===== src/rtl/wb_pkg.sv =====
`default_nettype none
// ============================================================================
// Module      : wb_pkg
// Description : Shared encodings for the write-back stage: RV32I load funct3
//               codes, FSM state encoding and load lane widths.
// Revision    : 1.0 - initial release
// ============================================================================
package wb_pkg;

    // Load size/sign encodings carried in funct3
    localparam logic [2:0] F3_LB  = 3'b000;
    localparam logic [2:0] F3_LH  = 3'b001;
    localparam logic [2:0] F3_LW  = 3'b010;
    localparam logic [2:0] F3_LBU = 3'b100;
    localparam logic [2:0] F3_LHU = 3'b101;

    // Write-back FSM states
    localparam logic [0:0] ST_IDLE     = 1'b0;
    localparam logic [0:0] ST_WAIT_MEM = 1'b1;

    // Lane widths used when slicing the raw memory word
    localparam int unsigned c_BYTE_W = 8;
    localparam int unsigned c_HALF_W = 16;
    localparam int unsigned c_WORD_W = 32;

endpackage : wb_pkg
`default_nettype wire


===== src/rtl/load_align.sv =====
`default_nettype none
// ============================================================================
// Module      : load_align
// Description : Combinational load lane select and sign/zero extension, plus
//               a fault flag for misaligned addresses or unknown funct3.
// Revision    : 1.0 - initial release
// ============================================================================
module load_align
    import wb_pkg::*;
#(
    parameter int XLEN = 32
) (
    input  logic [2:0]      i_funct3,
    input  logic [1:0]      i_addr_lo,
    input  logic [XLEN-1:0] i_raw_data,
    output logic [XLEN-1:0] o_load_data,
    output logic            o_fault
);

    logic [c_WORD_W-1:0] w_word;
    logic [c_BYTE_W-1:0] w_byte;
    logic [c_HALF_W-1:0] w_half;

    // Only the low 32-bit word carries sub-word lanes; halves use addr_lo[1]
    assign w_word = i_raw_data[c_WORD_W-1:0];
    assign w_byte = w_word[{i_addr_lo, 3'b000} +: c_BYTE_W];
    assign w_half = w_word[{i_addr_lo[1], 4'b0000} +: c_HALF_W];

    // Extend the selected lane to the full datapath width
    always_comb begin
        o_load_data = '0;
        case (i_funct3)
            F3_LB:   o_load_data = XLEN'($signed(w_byte));
            F3_LH:   o_load_data = XLEN'($signed(w_half));
            F3_LW:   o_load_data = XLEN'($signed(w_word));
            F3_LBU:  o_load_data = XLEN'(w_byte);
            F3_LHU:  o_load_data = XLEN'(w_half);
            default: o_load_data = '0;
        endcase
    end

    // Flag natural-alignment violations and encodings that are not loads
    always_comb begin
        o_fault = 1'b1;
        case (i_funct3)
            F3_LB, F3_LBU: o_fault = 1'b0;
            F3_LH, F3_LHU: o_fault = i_addr_lo[0];
            F3_LW:         o_fault = |i_addr_lo;
            default:       o_fault = 1'b1;
        endcase
    end

endmodule : load_align
`default_nettype wire


===== src/rtl/write_back_stage.sv =====
`default_nettype none
// ============================================================================
// Module      : write_back_stage
// Description : RV32I write-back stage. Retires one instruction at a time,
//               waits for load data, aligns/extends it and drives a
//               registered register-file write port and retire/error pulses.
//               Optional macro WB_INSTRET_EN adds a 64-bit retired counter.
// Revision    : 1.0 - initial release
// ============================================================================
module write_back_stage
    import wb_pkg::*;
#(
    parameter int XLEN        = 32,
    parameter int REG_AW      = 5,
    parameter int MEM_TIMEOUT = 255
) (
    input  logic              clock,
    input  logic              reset_n,
    input  logic              enable,
    input  logic              in_valid,
    output logic              in_ready,
    input  logic [REG_AW-1:0] in_rd,
    input  logic [XLEN-1:0]   in_result,
    input  logic              in_is_load,
    input  logic [2:0]        in_funct3,
    input  logic [1:0]        in_addr_lo,
    input  logic              mem_rsp_valid,
    input  logic [XLEN-1:0]   mem_rsp_data,
    output logic              rf_we,
    output logic [REG_AW-1:0] rf_waddr,
    output logic [XLEN-1:0]   rf_wdata,
    output logic              retire,
`ifdef WB_INSTRET_EN
    output logic [63:0]       instret,
`endif
    output logic              wb_error
);

    // Counter only needs to hold 0 .. MEM_TIMEOUT-1
    localparam int unsigned c_TMO_W = (MEM_TIMEOUT > 1) ? $clog2(MEM_TIMEOUT) : 1;
    localparam logic [c_TMO_W-1:0] c_TMO_LAST =
        c_TMO_W'((MEM_TIMEOUT > 0) ? (MEM_TIMEOUT - 1) : 0);

    logic [0:0]         r_state;
    logic [REG_AW-1:0]  r_rd;
    logic [2:0]         r_funct3;
    logic [1:0]         r_addr_lo;
    logic [c_TMO_W-1:0] r_tmo_cnt;

    logic               w_idle;
    logic               w_accept;
    logic               w_alu_done;
    logic               w_ld_start;
    logic               w_ld_fault;
    logic               w_ld_done;
    logic               w_tmo_last;
    logic               w_tmo_evt;
    logic [2:0]         w_al_funct3;
    logic [1:0]         w_al_addr_lo;
    logic [XLEN-1:0]    w_load_data;
    logic               w_fault;

    assign w_idle   = (r_state == ST_IDLE);
    assign in_ready = enable && w_idle;
    assign w_accept = in_valid && in_ready;

    // In IDLE the aligner checks the incoming request; while waiting it
    // formats the response using the captured funct3/addr_lo.
    assign w_al_funct3  = w_idle ? in_funct3  : r_funct3;
    assign w_al_addr_lo = w_idle ? in_addr_lo : r_addr_lo;

    load_align #(
        .XLEN (XLEN)
    ) u_load_align (
        .i_funct3    (w_al_funct3),
        .i_addr_lo   (w_al_addr_lo),
        .i_raw_data  (mem_rsp_data),
        .o_load_data (w_load_data),
        .o_fault     (w_fault)
    );

    generate
        if (MEM_TIMEOUT > 0) begin : g_tmo_on
            assign w_tmo_last = (r_tmo_cnt == c_TMO_LAST);
        end else begin : g_tmo_off
            assign w_tmo_last = 1'b0;
        end
    endgenerate

    assign w_alu_done = w_accept && !in_is_load;
    assign w_ld_fault = w_accept && in_is_load && w_fault;
    assign w_ld_start = w_accept && in_is_load && !w_fault;
    assign w_ld_done  = enable && !w_idle && mem_rsp_valid;
    // A response on the final waiting cycle wins over the timeout
    assign w_tmo_evt  = enable && !w_idle && !mem_rsp_valid && w_tmo_last;

    // FSM, request capture and memory timeout counter
    always_ff @(posedge clock or negedge reset_n) begin
        if (!reset_n) begin
            r_state   <= ST_IDLE;
            r_rd      <= '0;
            r_funct3  <= '0;
            r_addr_lo <= '0;
            r_tmo_cnt <= '0;
        end else if (enable) begin
            if (w_accept) begin
                r_rd      <= in_rd;
                r_funct3  <= in_funct3;
                r_addr_lo <= in_addr_lo;
            end
            if (w_ld_start) begin
                r_state   <= ST_WAIT_MEM;
                r_tmo_cnt <= '0;
            end else if (w_ld_done || w_tmo_evt) begin
                r_state   <= ST_IDLE;
                r_tmo_cnt <= '0;
            end else if (!w_idle && (MEM_TIMEOUT > 0)) begin
                r_tmo_cnt <= r_tmo_cnt + c_TMO_W'(1);
            end
        end
    end

    // Registered write port and single-cycle retire/error pulses
    always_ff @(posedge clock or negedge reset_n) begin
        if (!reset_n) begin
            rf_we    <= 1'b0;
            rf_waddr <= '0;
            rf_wdata <= '0;
            retire   <= 1'b0;
            wb_error <= 1'b0;
        end else if (enable) begin
            rf_we    <= 1'b0;
            retire   <= 1'b0;
            wb_error <= 1'b0;
            if (w_alu_done) begin
                rf_we    <= (in_rd != '0);
                rf_waddr <= in_rd;
                rf_wdata <= in_result;
                retire   <= 1'b1;
            end else if (w_ld_done) begin
                rf_we    <= (r_rd != '0);
                rf_waddr <= r_rd;
                rf_wdata <= w_load_data;
                retire   <= 1'b1;
            end else if (w_ld_fault || w_tmo_evt) begin
                wb_error <= 1'b1;
            end
        end
    end

`ifdef WB_INSTRET_EN
    // Retired-instruction counter; wraps naturally at 2^64
    always_ff @(posedge clock or negedge reset_n) begin
        if (!reset_n) begin
            instret <= '0;
        end else if (w_alu_done || w_ld_done) begin
            instret <= instret + 64'd1;
        end
    end
`endif

endmodule : write_back_stage
`default_nettype wire


===== config.mk =====
export PLATFORM = sky130hd
export DESIGN_NAME = write_back_stage
export DESIGN_NICKNAME = d
export VERILOG_FILES = /design/src/rtl/wb_pkg.sv /design/src/rtl/load_align.sv /design/src/rtl/write_back_stage.sv
export SDC_FILE = /design/constraint.sdc
export NUM_CORES = 1
export LEC_CHECK = 0
export ABC_CLOCK_PERIOD_IN_PS = 3550
export BUFFER_PORTS_ARGS = -buffer_cell sky130_fd_sc_hd__buf_2
export CAP_MARGIN = 20
export CORE_UTILIZATION = 54
export DETAILED_ROUTE_END_ITERATION = 7
export GPL_TIMING_DRIVEN = 0
export PLACE_DENSITY = 0.86
export SETUP_SLACK_MARGIN = 0.5
export SYNTH_ARGS = -nofsm -noshare
export SYNTH_HDL_FRONTEND = slang
export SYNTH_SLANG_ARGS = --single-unit

===== constraint.sdc =====
create_clock -name clock -period 3.55 [get_ports clock]
set_input_delay 0.355 -clock clock [delete_from_list [all_inputs] [get_ports clock]]
set_output_delay 0.355 -clock clock [all_outputs]
set_load 0.005 [all_outputs]

==> results of run 1 <==
per-stage QoR:
| stage | hold WS, ps | cell area [um2] | setup slack (ps) |
|---|---|---|---|
| global placement | 457 | 4130 | 1470 |
| global route | 83.8 | 4310 | 1200 |
| CTS | 47.5 | 4310 | 1370 |
| floorplan | 59.4 | 3440 | 1710 |
| finish | 36.5 | 4310 | 1330 |
| detailed placement | 409 | 4150 | 1400 |
power by group:
part	switching, mW	internal [mW]	total [mW]
clock network	0.256	0.265	0.520
logic	0.751	0.617	1.37
registers	0.178	0.927	1.11
worst reg2reg max path, stage by stage (launching register included):
cell	delay (ps)
dfrtp_1	380
buf_6	160
mux2i_1	290
mux2i_1	470
or2_1	170
buf_2	180
buf_6	170
a31oi_1	120
a21o_1	170
flip-flops by register name (all words and copies together) (netlist names):
name / cells
r_addr_lo: 2
r_funct3: 3
r_rd: 5
r_state: 1
r_tmo_cnt: 8
retire: 1
rf_waddr: 5
rf_wdata: 32
rf_we: 1
wb_error: 1
worst min-delay path by stage:
stage                      start           end  slack (ps)  depth (start not counted)
global route             reset_n  rf_wdata[19]          80                          1
finish                   reset_n  rf_wdata[19]          40                          1
detailed placement       reset_n  r_tmo_cnt[4]         410                          1
global placement    rf_wdata[16]  rf_wdata[16]         460                          1
floorplan                reset_n  r_addr_lo[0]          60                          0
CTS                      reset_n  rf_wdata[19]          50                          1
synthesized netlist by cell type (all sizes together) (7+ instances only):
library cell / n
a211oi: 9
a21o: 16
a21oi: 33
a222oi: 7
a22oi: 9
a31oi: 23
buf: 16
clkbuf: 9
dfrtp: 59
mux2: 11
nand2: 33
nor2: 17
o211ai: 17
o21ai: 19
o22ai: 8
logic make-up (layout without fill, tap and decap cells):
| kind of cell | count (synthesis) | after routing | share of synthesized area, % |
|---|---|---|---|
| AOI/OAI and AO/OA | 150 | 150 | 31.5 |
| xor gates and xnor gates | 7 | 7 | 1.78 |
| adders and majority gates | 2 | 2 | 0.728 |
| buffers and inverters | 31 | 166 | 4.77 |
| DFF | 59 | 59 | 43.0 |
| muxes | 17 | 17 | 5.57 |
| and+or+nand+nor | 84 | 84 | 12.7 |
final cells by class:
| class | count | area share (%) |
|---|---|---|
| Sequential cell | 59 | 34.3 |
| Multi-Input combinational cell | 260 | 41.7 |
| Tap cell | 75 | 2.18 |
| Timing Repair Buffer | 120 | 14.3 |
| Buffer | 25 | 3.28 |
| Clock buffer | 12 | 3.37 |
| Clock inverter | 3 | 0.349 |
| Inverter | 6 | 0.523 |
layer usage:
metal  up-vias  share of wire, %  GRT usage (%)
met5         -                 0              0
met4         0               2.0           8.42
met3        28               9.7           9.44
met2       207                48           50.9
met1      1628                40           40.2
li1       1605                 -              -
==> impl_metrics.csv, run 1 <==
group,metric,value,unit
drt,postRouteWirelength,9.96,mm
global_route,track_usage,31.2,%
clocking,cts_tree,"done",
pwr,cellPowerDensity,695,mW/mm2
drt,ant_nets,0,
cells_and_area,seqCellArea,0.00148,mm2
synthesis,synth_ff_type,"dfrtp_1",
sta,skew,7.89,ps
sta,fin_crit_sh,62.4,%
floorplanning,coreArea,0.00603,mm2
cells_and_area,syn_to_final_growth,25.3,%
setup_path,crit_slowest_cell,"mux2i_1",
synthesis,ys_types,59,
setup_path,reg2reg_from,"r_state",
setup_path,endpoint,"rf_wdata[31]",
outcome,status,"completed",
setup_path,crit_cells,8,
synthesis,yosys.area.top_type_share,43.0,%
setup_path,crit_chain,"buf_6 > mux2i_1 > mux2i_1 > or2_1 > buf_2 > buf_6 > a31oi_1 > a21o_1",
cells_and_area,fill_cells,458,
floorplanning,die_w,81.8,um
hold_path,min_path_type,"in -> async",
floorplanning,dieHeight,81.8,um
cells_and_area,stdcell_count,560,
drt,routedWlPerCell,17.8,um
synthesis,synth_edf_count,0,
synthesis,ys_async_sr_fraction,100,%
placement,io_buffers,119,
global_route,grt_pass1_wl,15.6,mm
placement,globalplace.congestion,0.904,
sta,hold_violations,0,
cells_and_area,layout_commonest_cell,"buf_2",
clocking,htreeDepth,3,
clocking,root_buffer,"clkbuf_8",
synthesis,avgSynthCellArea,9.82,um2
pwr,finalPower,2.99,mW
synthesis,yosysSeqAreaShare,43.0,%
cells_and_area,final_cell_mix,"130 x buf_2, 59 x dfrtp_1, 33 x nand2_1",
setup_path,startpoint,"r_state",
synthesis,synth_area_leaders,"dfrtp_1 43%, a21oi_1 4.7%, a31oi_1 4.2%, o211ai_2 3.6%, nand2_1 3.6%",
drt,drt_iter0_drc,407,
sta,grt_setup_unrepaired,"false",
global_route,grt_pass1_vias,3310,
clocking,cts_made_buffers,9,
global_route,grt_max_degree,34,
clocking,clockBufferDepth,2,
setup_path,ff2ff_setup_slack,1330,ps
placement,hpwl,7.59,mm
synthesis,ys_warn_count,0,
sta,fin_setup_tns,0,ps
sta,setup_viol,0,
clocking,postCtsSetupRepairBufs,0,
sta,finalMaxSlewViolations,0,
setup_path,path_buf_inv,3,
cells_and_area,multi_input_area,0.00180,mm2
drt,dr.pass1.iters,8,
cells_and_area,drive_gt1_share,37.5,%
synthesis,synth_fp_nets,432,
job,max_cap_violations,0,
setup_path,r2r_end,"rf_wdata[31]",
synthesis,syn-cell-area,0.00344,mm2
setup_path,cp_top_family,"multiplexers",
floorplanning,start_util,57.0,%
sta,period_needed,2220,ps
synthesis,synth-seq-cells,59,
cells_and_area,antenna_cells,0,
pwr,ir_drop,0.458,mV
setup_path,critPathLaunchType,"register",
clocking,clkSlewWorstSetupHoldPaths,70,ps
sta,tightest_slew,789,ps
setup_path,required,3780,ps
cells_and_area,utilization,71.5,%
floorplanning,die-area,0.00669,mm2
cells_and_area,design.final.nets,563,
drt,drc,0,
setup_path,path_max_fanout,10,
sta,fmax,451,MHz
clocking,clkSinkCount,59,
clocking,cts.repair.resized,0,
floorplanning,num_rows,28,
setup_path,criticalPathCategory,"reg -> reg",
placement,dp_cells,545,
setup_path,reg2reg_depth,8,
global_route,antenna_found_initial,0,
setup_path,arrival,2450,ps
clocking,ctsHoldBuffers,0,
sta,slew_headroom,45.9,%
drt,vias_per_cell,6.19,
pwr,p_leak,2.10,nW
drt,vias,3468,
global_route,grt-ovfl-total,0,
synthesis,netlist_instances,350,
clocking,clk_latency,340,ps
floorplanning,ios,121,
setup_path,cp-end-kind,"register",
synthesis,yosysTopAreaCell,"dfrtp_1",
setup_path,slowest_delay,470,ps
Power figures use the tool's default switching activity.
==> run 2, diff against run 1 <==
--- a/config.mk
+++ b/config.mk
@@ -5,13 +5,14 @@
 export SDC_FILE = /design/constraint.sdc
 export NUM_CORES = 1
 export LEC_CHECK = 0
-export ABC_CLOCK_PERIOD_IN_PS = 3550
+export ABC_AREA = 1
+export ABC_CLOCK_PERIOD_IN_PS = 2100
 export BUFFER_PORTS_ARGS = -buffer_cell sky130_fd_sc_hd__buf_2
 export CAP_MARGIN = 20
-export CORE_UTILIZATION = 54
+export CORE_UTILIZATION = 53
 export DETAILED_ROUTE_END_ITERATION = 7
 export GPL_TIMING_DRIVEN = 0
-export PLACE_DENSITY = 0.86
+export PLACE_DENSITY = 0.81
 export SETUP_SLACK_MARGIN = 0.5
 export SYNTH_ARGS = -nofsm -noshare
 export SYNTH_HDL_FRONTEND = slang
==> constraint.sdc (replaced) <==
create_clock -name clock -period 2.1 [get_ports clock]
set_input_delay 0.21 -clock clock [delete_from_list [all_inputs] [get_ports clock]]
set_output_delay 0.21 -clock clock [all_outputs]
set_load 0.005 [all_outputs]
==> impl_metrics.csv, run 2 <==
group,metric,value,unit
setup_path,reg2reg_depth,7,
sta,period_needed,1650,ps
drt,drt_iter0_drc,251,
global_route,track_usage,28.6,%
clocking,htreeDepth,3,
floorplanning,dieHeight,91.3,um
setup_path,criticalPathCategory,"reg -> reg",
sta,setup_viol,0,
floorplanning,start_util,54.7,%
synthesis,synthSimpleGateAreaFrac,41.3,%
synthesis,synth_area_leaders,"dfrtp_1 35%, nand2_1 18%, nor2_1 9.7%, inv_1 6.8%, a21oi_2 4.1%",
sta,hold_ws,144,ps
synthesis,yosysMostFrequentCell,"nand2_1",
sta,hold_violations,0,
placement,globalplace.congestion,0.975,
synthesis,synth_ff_type,"dfrtp_1",
sta,slew_headroom,59.2,%
setup_path,ff2ff_setup_slack,450,ps
synthesis,synthAdderAreaFrac,0.592,%
pwr,power_frac_seq,29.1,%
cells_and_area,layout_commonest_cell,"nand2_1",
sta,grt_setup_unrepaired,"true",
synthesis,synthMuxAreaShare,0,%
setup_path,reg2reg_from,"r_state",
drt,vias,4633,
synthesis,ys_types,30,
synthesis,synth_edf_count,0,
floorplanning,coreArea,0.00773,mm2
synthesis,yosysTopAreaCell,"dfrtp_1",
global_route,grt_pass1_vias,4277,
sta,tightest_slew,613,ps
setup_path,required,2330,ps
clocking,clockBufferDepth,2,
pwr,pwr-share-comb,56.8,%
floorplanning,num_rows,32,
setup_path,path_max_fanout,7,
setup_path,critPathLaunchType,"register",
setup_path,endpoint,"rf_wdata[6]",
floorplanning,ios,121,
cells_and_area,largest_reg_flops,32,
global_route,grt_pass1_wl,19.1,mm
global_route,grt-ovfl-total,0,
synthesis,yosys.area.top_type_share,34.9,%
sta,fin_ws,448,ps
synthesis,synth_fp_nets,719,
clocking,root_buffer,"clkbuf_8",
cells_and_area,design.final.nets,875,
sta,finalMaxSlewViolations,0,
job,max_cap_violations,0,
placement,hpwl,8.80,mm
placement,io_buffers,120,
placement,dp_cells,860,
outcome,status,"completed",
cells_and_area,stdcell_count,900,
drt,vias_per_cell,5.15,
pwr,intPower,3.63,mW
synthesis,ys_async_sr_fraction,100,%
clocking,clk_latency,350,ps
sta,fin_crit_sh,78.7,%
floorplanning,die_w,91.3,um
drt,routedWlPerCell,13.4,um
synthesis,yosysSeqAreaShare,34.9,%
placement,postPlaceCellArea,0.00497,mm2
floorplanning,die-area,0.00834,mm2
drt,postRouteWirelength,12.0,mm
pwr,ir_drop,0.603,mV
drt,dr.pass1.iters,5,
clocking,cts_tree,"done",
synthesis,ys_warn_count,0,
synthesis,synth_compound_gate_area_share,9.89,%
cells_and_area,final_cell_mix,"198 x nand2_1, 122 x buf_2, 105 x nor2_1",
clocking,clkSlewWorstSetupHoldPaths,80,ps
pwr,cellPowerDensity,1200,mW/mm2
cells_and_area,fin_area,0.00558,mm2
sta,fin_setup_tns,0,ps
pwr,clkPwrFrac,14.0,%
pwr,p_switching,3.06,mW
synthesis,avgSynthCellArea,6.64,um2
clocking,clkSinkCount,59,
drt,ant_nets,0,
synthesis,synth_top_family_by_area,"simple AND/OR/NAND/NOR gates",
setup_path,r2r_end,"rf_wdata[6]",
synthesis,synth_common_cells,"207 x nand2_1, 109 x nor2_1, 77 x inv_1",
sta,skew,10.6,ps
synthesis,syn-cell-area,0.00423,mm2
synthesis,synth-seq-cells,59,
setup_path,arrival,1880,ps
sta,fmax,605,MHz
placement,preCtsSetupSlack,415,ps
synthesis,netlist_instances,637,
pwr,p_leak,3.17,nW
hold_path,min_path_type,"in -> reg",
global_route,antenna_found_initial,0,
setup_path,cp-end-kind,"register",
pwr,p_sw_share,45.8,%
setup_path,startpoint,"r_state",
drt,drc,0,
global_route,grt_max_degree,36,
cells_and_area,top_register,"rf_wdata",
cells_and_area,syn_to_final_growth,32.0,%
cells_and_area,top_regs,"rf_wdata x32, r_tmo_cnt x8",
cells_and_area,antenna_cells,0,
clocking,cts_made_buffers,9,
cells_and_area,drive_gt1_share,33.8,%
cells_and_area,fill_cells,630,
synthesis,synth_xor_area_share,1.24,%
-- run 2: critical path: stages (launching register included) --
cell and delay, ps:
dfrtp_2 480, buf_6 170, nor2_4 120, nand3_4 160
buf_8 180, or2_2 270, nand3_1 90, nand2_1 60
-- run 2: power by group through the flow --
stage	Clock, mW	Sequential [mW]	Combinational (mW)
global route	1.01	2.00	4.19
detailed placement	0	1.94	3.27
floorplan	0	1.95	2.27
CTS	0.952	1.94	3.35
global placement	0	1.92	3.17
finish	0.940	1.95	3.80
-- run 2: repair_timing --
action / CTS / global route
buffers inserted: 5 / 13
pin swaps: 2 / 11
hold endpoints to repair: 24 / 0
hold buffers: 1 / 0
gates cloned: 1 / 4
setup endpoints to repair: 39 / 47
resized for setup: 19 / 66
-- run 2: layout make-up --
class                      instances  area (um2)  area share (%)
multi-input combinational        470        2370            42.6
sequential                        59        1480            26.5
timing repair buffer             143         808            14.5
inverter                          83         332            5.94
buffer                            26         275            4.93
tap                              102         128            2.29
clock buffer                       9         124            2.22
clock inverter                     7        53.8           0.965
timing repair inverter             1        5.00          0.0897
-- run 2: metrics by stage --
| step | power (mW) | utilization (%) |
|---|---|---|
| 2_1_floorplan | 4.22 | - |
| 3_3_place_gp | 5.09 | 64.1 |
| 3_5_place_dp | 5.21 | 64.4 |
| 4_1_cts | 6.24 | 68.2 |
| 5_1_grt | 7.20 | 72.2 |
| 6_report | 6.69 | 72.2 |
-- run 2: how the worst min path moves through the flow --
stage | startpoint | endpoint | slack (ps) | cells after the start
after floorplan | reset_n | r_addr_lo[0] | -90 | 0
after global placement | rf_wdata[5] | rf_wdata[5] | 460 | 2
after detailed placement | reset_n | rf_wdata[14] | 260 | 1
after CTS | in_rd[4] | r_rd[4] | 140 | 3
after global routing | in_rd[4] | r_rd[4] | 170 | 3
final | in_rd[4] | r_rd[4] | 140 | 3
-- run 2: cells by family (layout without fill, tap and decap cells) --
kind of cell | count (synthesis) | in the layout
xor gates and xnor gates | 6 | 6
adders and majority gates | 2 | 2
AOI/OAI and AO/OA | 68 | 68
buffers and inverters | 109 | 269
DFF | 59 | 59
and+or+nand+nor | 393 | 394
-- run 2: metal layers --
layer	up-vias	share of wire (%)	wire, um	track usage, %
met5	-	0	0	0
met4	0	3.6	427	12.6
met3	43	6.9	827	4.86
met2	202	47	5630	47.7
met1	2119	43	5130	36.5
li1	2269	-	-	-
